**src/rtl/video_capture.sv**
```systemverilog
// video_capture: samples a pixel-clock RGB/sync/blank stream, recovers x/y and
// frame geometry, tracks geometry lock and queues active pixels in a show-ahead FIFO.
// Ports: pixel_clock/reset_n; vid_* video in; px_* valid/ready pixel out;
// frame_start, line_width, frame_height, locked, overflow status.
module video_capture #(
    parameter int XW         = 11,
    parameter int YW         = 10,
    parameter int FIFO_DEPTH = 4
) (
    input  logic          pixel_clock,
    input  logic          reset_n,
    input  logic [7:0]    vid_red,
    input  logic [7:0]    vid_green,
    input  logic [7:0]    vid_blue,
    input  logic          vid_hsync,
    input  logic          vid_vsync,
    input  logic          vid_blank,
    output logic          px_valid,
    input  logic          px_ready,
    output logic [23:0]   px_rgb,
    output logic [XW-1:0] px_x,
    output logic [YW-1:0] px_y,
    output logic          frame_start,
    output logic [XW-1:0] line_width,
    output logic [YW-1:0] frame_height,
    output logic          locked,
    output logic          overflow
);
    localparam int AW = $clog2(FIFO_DEPTH);
    localparam int DW = 24 + XW + YW;

    typedef enum logic [1:0] {UNLOCKED, CHECK, LOCKED} lock_t;

    logic [23:0]   s1_rgb;
    logic          s1_hsync, s1_vsync, s1_blank;
    logic          s2_hsync, s2_vsync, s2_blank;
    logic          vs_fall, act_start, act_end;
    logic [XW-1:0] x_cnt, x_pix, x_nxt, first_w;
    logic [YW-1:0] row, row_inc, row_eff;
    logic          width_ok, first_seen, w_bad, good;
    lock_t         state_q, state_d;
    logic [DW-1:0] mem [FIFO_DEPTH];
    logic [AW:0]   wr_ptr, rd_ptr;
    logic          full, push, pop, wr_en;
    logic [DW-1:0] head;
    logic          unused_hsync;

    // hsync is carried through the input stage but geometry comes from blank
    assign unused_hsync = s2_hsync;

    always_ff @(posedge pixel_clock or negedge reset_n) begin
        if (!reset_n) begin
            s1_rgb   <= '0;
            s1_hsync <= 1'b1;
            s1_vsync <= 1'b1;
            s1_blank <= 1'b1;
            s2_hsync <= 1'b1;
            s2_vsync <= 1'b1;
            s2_blank <= 1'b1;
        end else begin
            s1_rgb   <= {vid_red, vid_green, vid_blue};
            s1_hsync <= vid_hsync;
            s1_vsync <= vid_vsync;
            s1_blank <= vid_blank;
            s2_hsync <= s1_hsync;
            s2_vsync <= s1_vsync;
            s2_blank <= s1_blank;
        end
    end

    assign vs_fall   = s2_vsync & ~s1_vsync;
    assign act_start = s2_blank & ~s1_blank;
    assign act_end   = ~s2_blank & s1_blank;

    assign x_pix   = act_start ? '0 : x_cnt;
    assign x_nxt   = (&x_pix) ? x_pix : x_pix + XW'(1);
    assign row_inc = (&row) ? row : row + YW'(1);
    // a line ending in the vs_fall cycle still belongs to the closing frame
    assign row_eff = act_end ? row_inc : row;
    assign w_bad   = act_end & first_seen & (x_cnt != first_w);
    assign good    = width_ok & ~w_bad & (row_eff != '0)
                   & (row_eff == frame_height);

    always_ff @(posedge pixel_clock or negedge reset_n) begin
        if (!reset_n) begin
            x_cnt        <= '0;
            row          <= '0;
            line_width   <= '0;
            frame_height <= '0;
            frame_start  <= 1'b0;
            width_ok     <= 1'b0;
            first_seen   <= 1'b0;
            first_w      <= '0;
        end else begin
            frame_start <= vs_fall;
            if (!s1_blank)
                x_cnt <= x_nxt;
            if (act_end)
                line_width <= x_cnt;
            if (vs_fall) begin
                row          <= '0;
                frame_height <= row_eff;
                width_ok     <= 1'b1;
                first_seen   <= 1'b0;
            end else begin
                if (act_end)
                    row <= row_inc;
                if (w_bad)
                    width_ok <= 1'b0;
                if (act_end && !first_seen) begin
                    first_seen <= 1'b1;
                    first_w    <= x_cnt;
                end
            end
        end
    end

    always_ff @(posedge pixel_clock or negedge reset_n) begin
        if (!reset_n)
            state_q <= UNLOCKED;
        else
            state_q <= state_d;
    end

    always_comb begin
        state_d = state_q;
        if (vs_fall) begin
            unique case (state_q)
                UNLOCKED: state_d = good ? CHECK : UNLOCKED;
                CHECK:    state_d = good ? LOCKED : UNLOCKED;
                LOCKED:   state_d = good ? LOCKED : UNLOCKED;
                default:  state_d = UNLOCKED;
            endcase
        end
    end

    assign locked = (state_q == LOCKED);

    assign full  = (wr_ptr[AW] != rd_ptr[AW])
                 && (wr_ptr[AW-1:0] == rd_ptr[AW-1:0]);
    assign px_valid = (wr_ptr != rd_ptr);
    assign push  = ~s1_blank;
    assign pop   = px_valid & px_ready;
    // a full FIFO still accepts when the head leaves in the same cycle
    assign wr_en = push & (~full | pop);

    always_ff @(posedge pixel_clock or negedge reset_n) begin
        if (!reset_n) begin
            wr_ptr   <= '0;
            rd_ptr   <= '0;
            overflow <= 1'b0;
            for (int i = 0; i < FIFO_DEPTH; i++)
                mem[i] <= '0;
        end else begin
            if (wr_en) begin
                mem[wr_ptr[AW-1:0]] <= {s1_rgb, x_pix, row};
                wr_ptr <= wr_ptr + 1'b1;
            end
            if (pop)
                rd_ptr <= rd_ptr + 1'b1;
            if (push && full && !pop)
                overflow <= 1'b1;
        end
    end

    assign head   = mem[rd_ptr[AW-1:0]];
    assign px_rgb = head[DW-1 -: 24];
    assign px_x   = head[XW+YW-1 : YW];
    assign px_y   = head[YW-1:0];

endmodule

```
**config.mk**
```make
export PLATFORM = sky130hd
export DESIGN_NAME = video_capture
export DESIGN_NICKNAME = d
export VERILOG_FILES = /design/src/rtl/video_capture.sv
export SDC_FILE = /design/constraint.sdc
export NUM_CORES = 1
export LEC_CHECK = 0
export ABC_AREA = 1
export CAP_MARGIN = 20
export CORE_ASPECT_RATIO = 1.1
export CORE_UTILIZATION = 58
export DETAILED_ROUTE_END_ITERATION = 8
export PLACE_DENSITY = 0.8
export SLEW_MARGIN = 25
export SYNTH_ARGS = -nofsm -noshare
export SYNTH_HDL_FRONTEND = slang
export SYNTH_SLANG_ARGS = --single-unit
```
**constraint.sdc**
```tcl
create_clock -name pixel_clock -period 2.69 [get_ports pixel_clock]
set_input_delay 0.4035 -clock pixel_clock [delete_from_list [all_inputs] [get_ports pixel_clock]]
set_output_delay 0.4035 -clock pixel_clock [all_outputs]
set_load 0.05 [all_outputs]
```
* Yosys cells after proc, flatten, opt, wreduce, memory -nomap -nowiden
Index checks and enable logic that the tools add are counted.
** Storage, ports and cells
- Word-level logic and storage cells :: 87
- Register bits :: 273
- Input port bits :: 30
** Operators by class
- Muxes and demuxes :: 18
- Reductions and logical operators :: 15
- Eq/ne operators :: 7
- Order comparisons :: 3
- Bitwise operators :: 19
- $add $sub $neg :: 4
** Operator list (count)
- $bwmux 180 :: 1
- $mux 45 :: 3
- $bmux 45 s2 :: 1
- $demux 45 s2 :: 1
- $mux 10 :: 3
- $mux 11 :: 2
- $add 11x1->11 const B :: 1
- $ne 11x11->1 :: 1
- $reduce_and 11->1 :: 1
- $add 10x1->10 const B :: 1
- $and 1x1->1 :: 10
- $eq 10x10->1 :: 1
- $reduce_and 10->1 :: 1
- $reduce_bool 10->1 :: 1
- $add 3x1->3 const B :: 2
- $ge 3x3->1 const B :: 2
- $not 1->1 :: 6
- $not 2->3 :: 2
- $logic_and 1x1->1 :: 5
- $mux 1 :: 5
- $pmux 2 s2 :: 1
- $reduce_bool 2->1 :: 2
- $lt 3x1->1 const B :: 1
- $ne 3x3->1 :: 1
- other kinds (10) :: 11

* Longest topological paths before layout
- Depth in word-level cells :: 10
- Mapped depth :: 15
- Mapped depth without buffers :: 15

* Worst setup path after synthesis
OpenSTA, ideal clock, no wires.
- Path kind :: reg-to-output
- From :: register rd_ptr[0]
- To :: output px_rgb[12]
- Arrival :: 1.840 ns
- Buffers on the path :: 2
- Path slack :: 0.446 ns
- Cell stages (with the launch flop) :: 6
- Cell sequence :: dfrtp_1 > inv_1 > clkbuf_1 > clkbuf_1 > nor2_1 > o22ai_1
** On the way
- Word-level cells in the longest chain between the ends :: 4
** RTL lines
- from (decl) :: RTL line 43 : logic [AW:0] wr_ptr, rd_ptr;
- from (signal assigned) :: RTL line 160 : rd_ptr <= rd_ptr + 1'b1;
- $not 2->3 (not written as such) :: RTL line 166 : assign head = mem[rd_ptr[AW-1:0]];
- $bmux 45 s2 :: RTL line 166
- $mux 45 (not written as such) (2 in a row) :: RTL line 166
- to (decl) :: RTL line 20 : output logic [23:0] px_rgb,
Every way passes these cells. The select of a mux whose other input is x is not followed.

* Worst setup path after layout
- From :: register rd_ptr[0]
- To :: output px_y[8]
** On the way
- Word-level cells in the longest chain between the ends :: 4
** RTL lines
- $not 2->3 (not written as such) :: RTL line 166
- $bmux 45 s2 :: RTL line 166
- $mux 45 (not written as such) (2 in a row) :: RTL line 166
- to (decl) :: RTL line 22 : output logic [YW-1:0] px_y,
Every way passes these cells. The select of a mux whose other input is x is not followed.

==> impl_metrics.tcl <==
set metrics [dict create \
    coreArea_sq_mm 0.0201 \
    fp.dieArea_sq_mm 0.0212 \
    timing.max_cap.violations 0 \
    final_cells 1765 \
    area_delta_synth_final_pct 21.5 \
    relSlewSlack_pct 57.8 \
    holdPathStages 1 \
    clock.fmax_mhz 389 \
    synth.top_cell.area_share_pct 56.2 \
    clk_latency_ns 0.55 \
    route.detailed.drc 11 \
    synth-adder-area-share_pct 1.04 \
    postCtsSetupBuffers 0 \
    synthSimpleGateAreaFrac_pct 23.6 \
    syn-cell-area_sq_mm 0.0120 \
    crit_fanout 38 \
    period_share_pct 95.7 \
    critical_path_class "flip-flop to output port" \
    grt_first_pass_wirelength_microns 47900 \
    timing.rr.end "x_cnt[5]" \
    dr.first_iter.drc_count 763 \
    gr-usage-all-layers_pct 28.0 \
    synth.avg_cell_area_sq_um 8.51 \
    pre_cts_ws_ns 0.424 \
    drt-pass1-iter-count 9 \
    synth_mux_area_share_pct 0 \
    yosys_warnings 0 \
    power_density_mw_per_mm2 1300 \
    die_x_microns 139 \
    skew_ns 0.0218 \
    root_buffer "clkbuf_16" \
    mostFrequentLayoutCells "nand2_1, dfrtp_1, o21ai_0" \
    violations "DRC" \
    htree_levels 1 \
    cp-start-kind "flip-flop" \
    crit_arrival_ns 2.17 \
    post_drt_wl_per_cell_microns 16.4 \
    hp-class "primary input to flip-flop" \
    cts_max_path_buffers 3 \
    synth_top_area_cell "dfrtp_1" \
    layout_setup_ws_ns 0.116 \
    cts_tree "done" \
    route.vias.total 9836 \
    die_y_microns 153 \
    synth_top_family_by_area "simple AND/OR/NAND/NOR gates" \
    finalHoldViolCount 0 \
    port_buffers 98 \
    tns_ns 0 \
    reg2reg_depth 15 \
    rows 54 \
    clock-sinks 273 \
    synth_xor_xnor_area_share_pct 1.68 \
    tightestPinTransition_ns 0.633 \
    vdd_drop_max_mv 1.06 \
    grt_overflow_total 0 \
    final_common_cell "nand2_1" \
    fin_crit_ns 2.57 \
    ys_top_cells_by_area "dfrtp_1, nand2_1, o21ai_0, nor2_1, o22ai_1" \
    start_util_pct 59.7 \
    clkSlewWorstSetupHoldPaths_ns 0.06 \
    yosysSeqAreaShare_pct 57.0 \
    fin_nets 1534 \
    drive_above_1_share_pct 11.1 \
    synth_compound_area_share_pct 11.4 \
    synth_seq_cells 273 \
    ios 100 \
    endpoint_kind "output port" \
    synthCells 1408 \
    n_fill_cell 1486 \
    synthDistinctLibCells 33 \
    dp_hpwl_microns 18100 \
    antenna_found_initial 0 \
    grt_pass1_vias 9486 \
    rsz0062_at_grt "no" \
    grt_max_degree 79 \
    diodes 0 \
    r2r-start "s1_blank" \
    syn-num-nets 1448 \
    postRouteWirelength_microns 28900 \
    setup_viol 0 \
    outcome "finished, violations left" \
    numCtsBuffers 28 \
    placedCellCount 1715 \
    gp_congestion 0.859 \
    worstHoldStart "vid_vsync" \
    startpoint "rd_ptr[0]" \
    antenna_left 0 \
    hold_end "s1_vsync" \
    r2r_setup_slack_ns 0.40 \
    via_per_inst 5.57 \
    required_ns 2.29 \
    holdWs_ns 0.267 \
    postPlaceCellArea_sq_mm 0.0137 \
    finalMaxSlewViolations 0 \
    p_leak_nw 7.08 \
    stdcell_area_sq_mm 0.0146 \
]
## sequential cells by signal (all words and copies together), names as in the netlist
register,flops
s1_blank,1
overflow,1
line_width,11
frame_height,10
s2_vsync,1
first_w,11
width_ok,1
s2_blank,1
wr_ptr,3
state_q,2
row,10
frame_start,1
rd_ptr,3
s1_rgb,24
first_seen,1
s1_vsync,1
x_cnt,11
mem,180
## power by group
group	switching, mW	total [mW]	internal [mW]	leakage [nW]
combinational	5.76	9.45	3.69	3.13
sequential	0.609	5.78	5.17	3.52
clock	1.56	3.68	2.12	0.429
total	7.93	18.9	11.0	7.08
## repair_timing
item	in CTS	in global routing
endpoints found under the setup margin	1	0
hold buffers	1	0
hold endpoints to repair	71	0
gates resized for setup	1	0
## through the flow
stage / power (mW) / util (%)
final: 18.9 / 72.6
after floorplan: 11.2 / -
after global placement: 15.0 / 68.2
after CTS: 19.0 / 72.6
after detailed placement: 15.2 / 68.2
after global routing: 19.8 / 72.6
## how the worst max path moves through the flow
| stage | endpoint | slack (ns) | depth (start not counted) |
|---|---|---|---|
| after floorplan | px_rgb[12] | 0.45 | 5 |
| after global placement | x_cnt[9] | 0.48 | 15 |
| after detailed placement | x_cnt[9] | 0.42 | 15 |
| after CTS | px_y[2] | 0.12 | 5 |
| after global routing | px_y[2] | 0.006 | 5 |
| final | px_y[8] | 0.12 | 5 |
## final cells by class
cell class,count,area [sq um],share of cell area (%)
Sequential cell,273,6840,47.0
Clock inverter,8,76.3,0.524
Multi-Input combinational cell,991,4530,31.1
Tap cell,252,315,2.17
Timing Repair Buffer,130,1740,12.0
Inverter,70,268,1.84
Clock buffer,41,790,5.42
## critical path: stages, from the launching register on
cell     delay, ns
dfrtp_2       0.44
inv_2         0.10
buf_4         0.39
o21ai_0       0.16
o22ai_1       0.33
buf_12        0.19
## cells by family after synthesis
family | count (synthesis)
AND/OR/NAND/NOR | 698
XOR/XNOR | 23
adder cells (fa/ha/maj) | 10
buffers and inverters | 144
AO/OA/AOI/OAI | 260
flip-flops | 273
## per-layer routing
metal  routed length (microns)  GRT usage [%]  up-vias
met3                      1850           3.52       67
li1                          -              -     4666
met2                     14400           48.3      363
met5                         0              0        -
met1                     11900           36.6     4740
met4                       759           9.63        0
## cell usage after synthesis, drive strengths merged
library cell / instances
nand2: 520
dfrtp: 269
o21ai: 208
nor2: 137
inv: 70
clkbuf: 47
o22ai: 45
buf: 27
nand3: 25
xor2: 13
ha: 10
xnor2: 10
nand4: 6
nor3: 6
a21oi: 5
dfstp: 4
nand3b: 3
a22oi: 1
nor3b: 1
o21bai: 1
No activity file was read; power rests on OpenSTA's default activity.
